### config.mk
export PLATFORM = sky130hd
export DESIGN_NAME = mem_req_arbiter
export DESIGN_NICKNAME = d
export VERILOG_FILES = /design/src/rtl/mem_pkg.sv /design/src/rtl/rr_arb2.sv /design/src/rtl/mem_req_arbiter.sv
export SDC_FILE = /design/constraint.sdc
export NUM_CORES = 1
export LEC_CHECK = 0
export CORE_MARGIN = 4
export CORE_UTILIZATION = 44
export DETAILED_ROUTE_END_ITERATION = 10
export HOLD_SLACK_MARGIN = 0.03
export PLACE_DENSITY_LB_ADDON = 0.12
export SLEW_MARGIN = 40
export SYNTH_ARGS = -nofsm -noshare
export SYNTH_HDL_FRONTEND = slang
export SYNTH_SLANG_ARGS = --single-unit
### constraint.sdc
create_clock -name clk -period 4.2 [get_ports clk]
set_input_delay 0.42 -clock clk [delete_from_list [all_inputs] [get_ports clk]]
set_output_delay 0.42 -clock clk [all_outputs]
set_load 0.01 [all_outputs]
### src/rtl/mem_pkg.sv
// Shared definitions for the MMU-to-mem_ctrl request path: memory op encoding,
// arbiter state encoding and default word/tag widths.
package mem_pkg;

  localparam int TRD_WIDTH  = 3;
  localparam int DATA_WIDTH = 32;

  // Op encoding seen by mem_ctrl; MEM_IDLE means "no new op this cycle".
  typedef enum logic [1:0] {
    MEM_IDLE  = 2'b00,
    MEM_READ  = 2'b01,
    MEM_WRITE = 2'b10
  } mem_op_t;

  typedef enum logic [1:0] {
    ST_IDLE  = 2'b00,
    ST_ISSUE = 2'b01,
    ST_WAIT  = 2'b10,
    ST_RESP  = 2'b11
  } arb_state_t;

  typedef enum logic {
    SIDE_I = 1'b0,
    SIDE_D = 1'b1
  } side_t;

endpackage

### src/rtl/rr_arb2.sv
// Two-way round-robin grant between the instruction and data request sides.
// The grant is combinational; the history bit advances only when a grant is taken.
module rr_arb2
  import mem_pkg::*;
(
  input  logic  clk,
  input  logic  rst,
  input  logic  req_i,
  input  logic  req_d,
  input  logic  update,
  output side_t grant,
  output side_t last_grant
);

  always_comb begin
    grant = SIDE_I;
    if (req_i && req_d) begin
      // Tie: favour whichever side did not win last time.
      grant = (last_grant == SIDE_I) ? SIDE_D : SIDE_I;
    end else if (req_d) begin
      grant = SIDE_D;
    end else begin
      grant = SIDE_I;
    end
  end

  always_ff @(posedge clk) begin
    if (rst) begin
      last_grant <= SIDE_I;
    end else if (update) begin
      last_grant <= grant;
    end
  end

endmodule

### src/rtl/mem_req_arbiter.sv
// Funnels instruction- and data-side miss requests into mem_ctrl one transaction
// at a time, returns the completion to the requesting side and aborts stuck ops.
module mem_req_arbiter
  import mem_pkg::*;
#(
  parameter int ADDR_WIDTH      = 32,
  parameter int HOST_ADDR_WIDTH = 64,
  parameter int DATA_WIDTH      = mem_pkg::DATA_WIDTH,
  parameter int TRD_WIDTH       = mem_pkg::TRD_WIDTH,
  parameter int TIMEOUT_CYCLES  = 1024
) (
  input  logic                       clk,
  input  logic                       rst,
  input  logic                       i_req,
  input  logic [ADDR_WIDTH-1:0]      i_addr,
  input  logic [TRD_WIDTH-1:0]       i_trd,
  output logic                       i_ack,
  output logic                       i_rsp_valid,
  output logic [DATA_WIDTH-1:0]      i_rsp_data,
  output logic [TRD_WIDTH-1:0]       i_rsp_trd,
  input  logic                       d_req,
  input  logic                       d_wr,
  input  logic [ADDR_WIDTH-1:0]      d_addr,
  input  logic [DATA_WIDTH-1:0]      d_wr_data,
  input  logic [TRD_WIDTH-1:0]       d_trd,
  output logic                       d_ack,
  output logic                       d_rsp_valid,
  output logic [DATA_WIDTH-1:0]      d_rsp_data,
  output logic [TRD_WIDTH-1:0]       d_rsp_trd,
  input  logic                       mc_ready,
  output mem_op_t                    mc_op,
  output logic [HOST_ADDR_WIDTH-1:0] mc_addr,
  output logic [DATA_WIDTH-1:0]      mc_wr_data,
  input  logic [DATA_WIDTH-1:0]      mc_rd_data,
  input  logic                       mc_rd_valid,
  input  logic                       mc_tx_done,
  output logic                       err_timeout,
  output logic [TRD_WIDTH-1:0]       err_trd
);

  // Handshake: a side raises x_req with its payload and holds both until the
  // one-cycle x_ack pulse; requests are only sampled in IDLE with mc_ready=1.
  // x_rsp_valid is a one-cycle pulse with no back-pressure from the requester.

  localparam int CNT_WIDTH = (TIMEOUT_CYCLES > 2) ? $clog2(TIMEOUT_CYCLES) : 1;
  localparam logic [CNT_WIDTH-1:0] CNT_LAST = CNT_WIDTH'(TIMEOUT_CYCLES - 1);

  arb_state_t           state;
  side_t                side_q;
  logic                 wr_q;
  logic [TRD_WIDTH-1:0] trd_q;
  logic [CNT_WIDTH-1:0] wait_cnt;

  side_t                     gnt_side;
  side_t                     last_grant;
  logic                      take;
  logic                      gnt_wr;
  logic [TRD_WIDTH-1:0]      gnt_trd;
  logic [HOST_ADDR_WIDTH-1:0] gnt_addr;
  logic [DATA_WIDTH-1:0]     gnt_wdata;
  logic                      done_hit;
  logic                      expired;
  logic [DATA_WIDTH-1:0]     rsp_word;
  logic                      unused_addr_lsbs;

  // Byte-offset bits are dropped: mem_ctrl works on word-aligned addresses.
  assign unused_addr_lsbs = ^{i_addr[1:0], d_addr[1:0], last_grant};

  assign take = (state == ST_IDLE) && mc_ready && (i_req || d_req);

  rr_arb2 u_rr_arb2 (
    .clk        (clk),
    .rst        (rst),
    .req_i      (i_req),
    .req_d      (d_req),
    .update     (take),
    .grant      (gnt_side),
    .last_grant (last_grant)
  );

  always_comb begin
    gnt_wr    = 1'b0;
    gnt_trd   = i_trd;
    gnt_addr  = HOST_ADDR_WIDTH'({i_addr[ADDR_WIDTH-1:2], 2'b00});
    gnt_wdata = '0;
    if (gnt_side == SIDE_D) begin
      gnt_wr    = d_wr;
      gnt_trd   = d_trd;
      gnt_addr  = HOST_ADDR_WIDTH'({d_addr[ADDR_WIDTH-1:2], 2'b00});
      gnt_wdata = d_wr ? d_wr_data : '0;
    end
  end

  // Reads finish on mc_rd_valid only, writes on mc_tx_done only.
  always_comb begin
    done_hit = wr_q ? mc_tx_done : mc_rd_valid;
    expired  = (wait_cnt == CNT_LAST);
    rsp_word = '0;
    if (done_hit && !wr_q) begin
      rsp_word = mc_rd_data;
    end
  end

  always_ff @(posedge clk) begin
    if (rst) begin
      state       <= ST_IDLE;
      side_q      <= SIDE_I;
      wr_q        <= 1'b0;
      trd_q       <= '0;
      wait_cnt    <= '0;
      i_ack       <= 1'b0;
      i_rsp_valid <= 1'b0;
      i_rsp_data  <= '0;
      i_rsp_trd   <= '0;
      d_ack       <= 1'b0;
      d_rsp_valid <= 1'b0;
      d_rsp_data  <= '0;
      d_rsp_trd   <= '0;
      mc_op       <= MEM_IDLE;
      mc_addr     <= '0;
      mc_wr_data  <= '0;
      err_timeout <= 1'b0;
      err_trd     <= '0;
    end else begin
      i_ack       <= 1'b0;
      d_ack       <= 1'b0;
      i_rsp_valid <= 1'b0;
      d_rsp_valid <= 1'b0;
      err_timeout <= 1'b0;
      case (state)
        ST_IDLE: begin
          if (take) begin
            state      <= ST_ISSUE;
            side_q     <= gnt_side;
            wr_q       <= gnt_wr;
            trd_q      <= gnt_trd;
            mc_addr    <= gnt_addr;
            mc_wr_data <= gnt_wdata;
            mc_op      <= gnt_wr ? MEM_WRITE : MEM_READ;
            i_ack      <= (gnt_side == SIDE_I);
            d_ack      <= (gnt_side == SIDE_D);
          end
        end
        ST_ISSUE: begin
          mc_op    <= MEM_IDLE;
          wait_cnt <= '0;
          state    <= ST_WAIT;
        end
        ST_WAIT: begin
          // A completion arriving on the last counted cycle still wins.
          if (done_hit || expired) begin
            state <= ST_RESP;
            if (side_q == SIDE_D) begin
              d_rsp_valid <= 1'b1;
              d_rsp_data  <= rsp_word;
              d_rsp_trd   <= trd_q;
            end else begin
              i_rsp_valid <= 1'b1;
              i_rsp_data  <= rsp_word;
              i_rsp_trd   <= trd_q;
            end
            if (!done_hit) begin
              err_timeout <= 1'b1;
              err_trd     <= trd_q;
            end
          end else begin
            wait_cnt <= wait_cnt + CNT_WIDTH'(1);
          end
        end
        ST_RESP: begin
          state <= ST_IDLE;
        end
        default: begin
          state <= ST_IDLE;
        end
      endcase
    end
  end

endmodule

==> results of run 1 <==
## metal layers
metal | wire, um | up-vias
met5 | 0 | -
met4 | 474 | 0
met3 | 2070 | 27
met2 | 9710 | 257
met1 | 8390 | 2874
li1 | - | 3106
## cell type report
class,instances,area [um^2]
fillers,1243,4720
flip-flops and latches,160,3200
multi-input cells,515,2990
repair buffers,290,2890
clock buffers,24,482
well taps,184,230
clock inverters,6,58.8
inverters,3,11.3
diodes,1,2.50
## worst paths after layout
kind              slack [ns]  depth (start not counted)      startpoint              to
setup / recovery        2.05                          5           d_req     mc_addr[25]
hold / removal          0.47                          2  d_rsp_data[14]  d_rsp_data[14]
setup reg to reg        2.08                          5        state[0]     wait_cnt[3]
hold reg to reg         0.47                          2  d_rsp_data[14]  d_rsp_data[14]
## flip-flops by register name, summed over array words and instances, names as in the netlist, 3 cells and up
| signal | flops |
|---|---|
| d_rsp_data | 32 |
| d_rsp_trd | 3 |
| err_trd | 3 |
| i_rsp_data | 32 |
| i_rsp_trd | 3 |
| mc_addr | 30 |
| mc_wr_data | 32 |
| trd_q | 3 |
| wait_cnt | 10 |
## cell families after synthesis
group | synth area share (%)
AOI/OAI and AO/OA | 22.3
adders and majority gates | 0.948
buffers and inverters | 8.35
DFF | 48.6
muxes | 5.35
other | 0.0568
and+or+nand+nor | 14.5
## worst max-delay path: stages
cell and delay [ns]:
clkdlybuf4s50_1 0.50, a21boi_4 0.61, buf_4 0.45, mux2i_1 0.31, a211oi_1 0.11
## where the power goes
group | internal [mW] | switching [mW] | total [mW]
sequential | 1.67 | 0.0831 | 1.75
combinational | 0.545 | 0.656 | 1.20
clock | 0.853 | 0.581 | 1.43
## stage by stage
stage	utilization [%]	setup slack [ns]	area [um^2]	power (mW)	cells
after floorplan	-	2.49	6720	2.45	781
after global placement	63.9	1.67	9320	2.97	1152
after detailed placement	63.9	1.59	9320	2.99	1152
after CTS	67.6	2.03	9860	4.42	1182
after global routing	67.6	1.92	9870	4.60	1183
final	67.6	2.05	9870	4.39	1183
## synthesized netlist by cell type (2+ instances only)
| cell type | count |
|---|---|
| dfxtp_1 | 160 |
| or3b_2 | 2 |
| ha_1 | 5 |
| a21oi_1 | 79 |
| nand4_1 | 2 |
| or3_1 | 2 |
| inv_1 | 3 |
| a211oi_1 | 35 |
| buf_4 | 35 |
| nor2b_1 | 3 |
| o21ai_0 | 78 |
| a31oi_1 | 5 |
| and2_1 | 2 |
| nor2_1 | 70 |
| buf_1 | 2 |
| nand2b_1 | 4 |
| nand3_1 | 84 |
| nand2_2 | 2 |
| clkbuf_1 | 54 |
| o21a_1 | 2 |
| nand2_1 | 11 |
| buf_2 | 11 |
| or3_2 | 3 |
| mux2i_1 | 33 |
| and3_1 | 3 |
| nor3_1 | 5 |
| a21boi_0 | 2 |
| a22oi_1 | 34 |
==> metrics.cfg, run 1 <==
[outcome]
status = complete, no violations

[detailed_routing]
wl_per_cell_um = 17.4
route.detailed.drc = 0
final_antenna_net_count = 0
dr.first_iter.drc_count = 392
routed_wl_mm = 20.6
first_pass_iters = 5
vias = 6264
via_per_inst = 5.30

[clock_tree]
max-clock-path-buffers = 2
h-tree-depth = 4
cts.clk_slew.worst_paths_ns = 0.06
clk_latency_ns = 0.42
post_cts_resized = 0
cts_setup_buffers = 0
clock-sinks = 160
tritoncts = built
cts_hold_buf = 0
cts_buffers = 17
root_buffer = clkbuf_16

[global_routing]
antenna_found_initial = 1
grt_pass1_wl_mm = 30.9
grt_usage_pct = 23.2
grt_use_met1_pct = 28.8
grtUsageMet2_pct = 36.8
use_met3_pct = 8.90
grt_pass1_vias = 5778
grt.overflow.total = 0
grt_max_degree = 85
grt-busiest-layer = met2

[worst_setup_path]
cp-end-kind = flop
cp_data_arrival_time_ns = 2.41
cp_max_fo = 20
required_ns = 4.46
setup.worst_path.start_class = primary input
crit_type = in -> reg

[floorplanning]
die_h_um = 130
ioPinCount = 318
rows = 44
die_area_mm2 = 0.0170
start_util_pct = 45.2
dieWidth_um = 130
coreArea_mm2 = 0.0146

[yosys]
netlist_area_mm2 = 0.00660
synth.distinct_cells = 45
synthTopCellsByArea = dfxtp_1 49%, nand3_1 6.4%, a21oi_1 6.0%
ys_seq_area_share_pct = 48.6
avgSynthCellArea_um2 = 8.82
synth_edf_count = 0
synth_ff_type = dfxtp_1
synth_top_area_share_pct = 48.6
syn_inst = 748
yosysTopAreaCell = dfxtp_1
synth_warnings = 0
async_reset_ff_share_pct = 0
synth_seq_cells = 160

[timing]
whs_ns = 0.471
setup-tns-final_ns = 0
slew_headroom_pct = 50.4
finalCritPeriodShare_pct = 51.1
rsz0062_at_grt = no
final_max_slew_viol_count = 0
period_needed_ns = 2.15
worst_slew_pin_slew_ns = 0.743
setup_viol = 0
timing.fmax_ghz = 0.466
hold_viol_final = 0
fin_worst_skew_ns = 0.00747

[power_and_ir_drop]
p_per_area_mw_per_mm2 = 445
leakagePower_nw = 3.49
ir_drop_v = 0.000265

[cells_and_area]
final_common_cell = clkdlybuf4s50_1
drive_gt1_share_pct = 5.91
final_cell_mix = 278 x clkdlybuf4s50_1, 160 x dfxtp_1, 84 x nand3_1
nNetsFinal = 1134
syn_to_final_growth_pct = 49.6

[place]
portBuffers = 279
dp_hpwl_mm = 14.4
place.gp.congestion = 0.778

[run]
cap_violations = 0

[hold_path]
hold_class = reg -> reg

No activity file was read; power rests on OpenSTA's default activity.
==> inputs of run 2 (changes only) <==
--- a/config.mk
+++ b/config.mk
@@ -6,7 +6,7 @@
 export NUM_CORES = 1
 export LEC_CHECK = 0
 export CORE_MARGIN = 4
-export CORE_UTILIZATION = 44
+export CORE_UTILIZATION = 37
 export DETAILED_ROUTE_END_ITERATION = 10
 export HOLD_SLACK_MARGIN = 0.03
 export PLACE_DENSITY_LB_ADDON = 0.12
==> constraint.sdc (replaced) <==
create_clock -name clk -period 1.8 [get_ports clk]
set_input_delay 0.18 -clock clk [delete_from_list [all_inputs] [get_ports clk]]
set_output_delay 0.18 -clock clk [all_outputs]
set_load 0.01 [all_outputs]
==> run 2 against run 1 <==
Non-clock buffer count up 26; flip-flop and latch count stayed put; die area rose by 18%; setup slack worse by 2.0 ns; total power up 140%; sequential share of layout area fell by 1.3 points; count of clock-buffer cells in the layout fell by 5; largest power group unchanged; routed wire length is 4.4% lower; sequential power is 130% higher; largest cell class is now buffers; utilization shrank 8.3 points; first-iteration DRC count shrank 17%; via count shrank 0.16%; critical path type is now reg -> reg.
==> metrics.cfg, run 2 (synthesized netlist as in run 1, its figures left out) <==
[outcome]
status = complete, no violations

[timing]
rsz0062_at_grt = no
hold_viol_final = 0  ; unchanged
setup_viol = 0  ; unchanged
whs_ns = 0.252  ; -0.219 ns
final_max_slew_viol_count = 0  ; unchanged
timing.fmax_ghz = 0.586
fin_worst_skew_ns = 0.0104  ; +0.00294 ns
worst_slew_pin_slew_ns = 0.655  ; -0.0878 ns
period_needed_ns = 1.71
setup-tns-final_ns = 0  ; unchanged
slew_headroom_pct = 56.3  ; +6.0 points
fin_ws_ns = 0.0941  ; -1.96 ns
finalCritPeriodShare_pct = 94.8

[clock_tree]
h-tree-depth = 4  ; unchanged
clock-sinks = 160  ; unchanged
cts_buffers = 17  ; unchanged
tritoncts = built
max-clock-path-buffers = 2  ; unchanged
root_buffer = clkbuf_16
clk_latency_ns = 0.42  ; about the same
cts_hold_buf = 0  ; unchanged
cts.clk_slew.worst_paths_ns = 0.07  ; about the same

[cells_and_area]
nFillCells = 1600  ; +29%
nNetsFinal = 1160  ; +2.3%
diodes = 0  ; -1
reg.largest.list = d_rsp_data (32), i_rsp_data (32), mc_wr_data (32)
drive_gt1_share_pct = 8.97  ; +3.1 points
final_common_cell = clkdlybuf4s50_1
syn_to_final_growth_pct = 56.0
utilization_pct = 59.3  ; -8.3 points
final_cell_mix = 278 x clkdlybuf4s50_1, 160 x dfxtp_1, 84 x nand3_1

[floorplanning]
die_area_mm2 = 0.0200  ; +18%
start_util_pct = 38.0  ; -7.2 points
ioPinCount = 318  ; unchanged
coreArea_mm2 = 0.0174  ; +19%
dieWidth_um = 142  ; +8.5%
die_h_um = 142  ; +8.5%
rows = 48  ; +9.1%

[run]
cap_violations = 0  ; unchanged

[place]
portBuffers = 279  ; unchanged
place.gp.congestion = 0.791  ; +1.6%
dp_hpwl_mm = 13.5  ; -6.2%
post-place-ws_ns = -0.101  ; -1.69 ns

[global_routing]
grt_usage_pct = 18.7  ; -4.5 points
grt_max_degree = 68  ; -20%
antenna_found_initial = 0  ; -1
grt_pass1_wl_mm = 30.8  ; -0.27%
grt.overflow.total = 0  ; unchanged
grt_pass1_vias = 5932  ; +2.7%

[hold_path]
hold_path_end = mc_wr_data[11]
hold_start = rst
min_path_cells = 2  ; unchanged
hold_class = in -> reg

[power_and_ir_drop]
total_power_mw = 10.6  ; +140%
p_per_area_mw_per_mm2 = 1030  ; +130%
leakagePower_nw = 3.66  ; +5.1%
ir_drop_v = 0.000669  ; +150%

[worst_setup_path]
cp_data_arrival_time_ns = 1.98  ; -0.43 ns
required_ns = 2.08  ; -2.38 ns
r2r_slack_ns = 0.09  ; -1.99 ns
cp-end-kind = flop
reg2regPathDepth = 6  ; +1
crit_type = reg -> reg
r2r-end = i_rsp_data[14]
cp_max_fo = 35  ; +75%
setup.worst_path.start_class = flop
r2r_start = wait_cnt[0]

[detailed_routing]
vias = 6254  ; -0.16%
wl_met1_mm = 8.39  ; about the same
final_antenna_net_count = 0  ; unchanged
wl_met3_mm = 1.43  ; -31%
routed_wl_mm = 19.7  ; -4.4%
highest_layer = met4
wl_per_cell_um = 15.8  ; -9.6%
first_pass_iters = 4  ; -1
dr.first_iter.drc_count = 326  ; -17%
wl_met2_mm = 9.66  ; -0.49%
route.detailed.drc = 0  ; unchanged
via_per_inst = 5.00  ; -5.6%

## run 2: cell count changes in the layout (fill, tap and decap cells not counted), sizes merged
cell      previous run  this run
bufinv               1         0
clkinv               5         2
diode                1         0
clkbuf              24        19
clkinvlp             0         3
inv                  3        11
buf                 12        38
## run 2: worst max path at each step
stage	depth (start not counted)	end	from	slack, ns
after floorplan	6	state[0]	wait_cnt[0]	0.09
after global placement	5	wait_cnt[2]	mc_rd_valid	-0.07
after detailed placement	5	wait_cnt[9]	mc_rd_valid	-0.10
after CTS	5	state[0]	wait_cnt[0]	0.004
after global routing	6	d_rsp_data[31]	wait_cnt[0]	0.0006
final	6	i_rsp_data[14]	wait_cnt[0]	0.09
## run 2: cell type report
| class | instances | area [um^2] | area share [%] |
|---|---|---|---|
| Timing Repair Buffer | 316 | 3230 | 31.4 |
| Sequential cell | 160 | 3200 | 31.1 |
| Inverter | 3 | 11.3 | 0.109 |
| Clock buffer | 19 | 453 | 4.40 |
| Tap cell | 225 | 282 | 2.74 |
| Multi-Input combinational cell | 515 | 3000 | 29.1 |
| Clock inverter | 13 | 115 | 1.12 |
## run 2: worst max-delay path, stage by stage (launching register included)
cell and delay [ns]:
dfxtp_1 0.34, ha_2 0.21, nand4_4 0.14, o31a_2 0.42, buf_12 0.18, o21ai_0 0.18
a21oi_1 0.09
## run 2: per-layer routing
layer,track usage (%),vias up
met5,0,-
met4,3.99,0
met3,5.29,20
met2,31.6,209
met1,23.9,2884
li1,-,3141
## run 2: what timing repair did
item / 4_1_cts / 5_1_grt
setup endpoints to repair: 13 / 23
pin swaps: 1 / 1
buffers inserted: 0 / 1
gates resized for setup: 3 / 6
## run 2: power breakdown
group	internal [mW]	switching, mW	total [mW]
Sequential	3.90	0.188	4.08
Combinational	1.49	1.55	3.04
Clock	1.89	1.59	3.48
Total	7.27	3.32	10.6
## run 2: through the flow
step / cell area, um^2 / cells
finish: 10300 / 1251
CTS: 10300 / 1250
global placement: 9690 / 1218
floorplan: 6720 / 781
global route: 10300 / 1251
detailed placement: 9690 / 1218
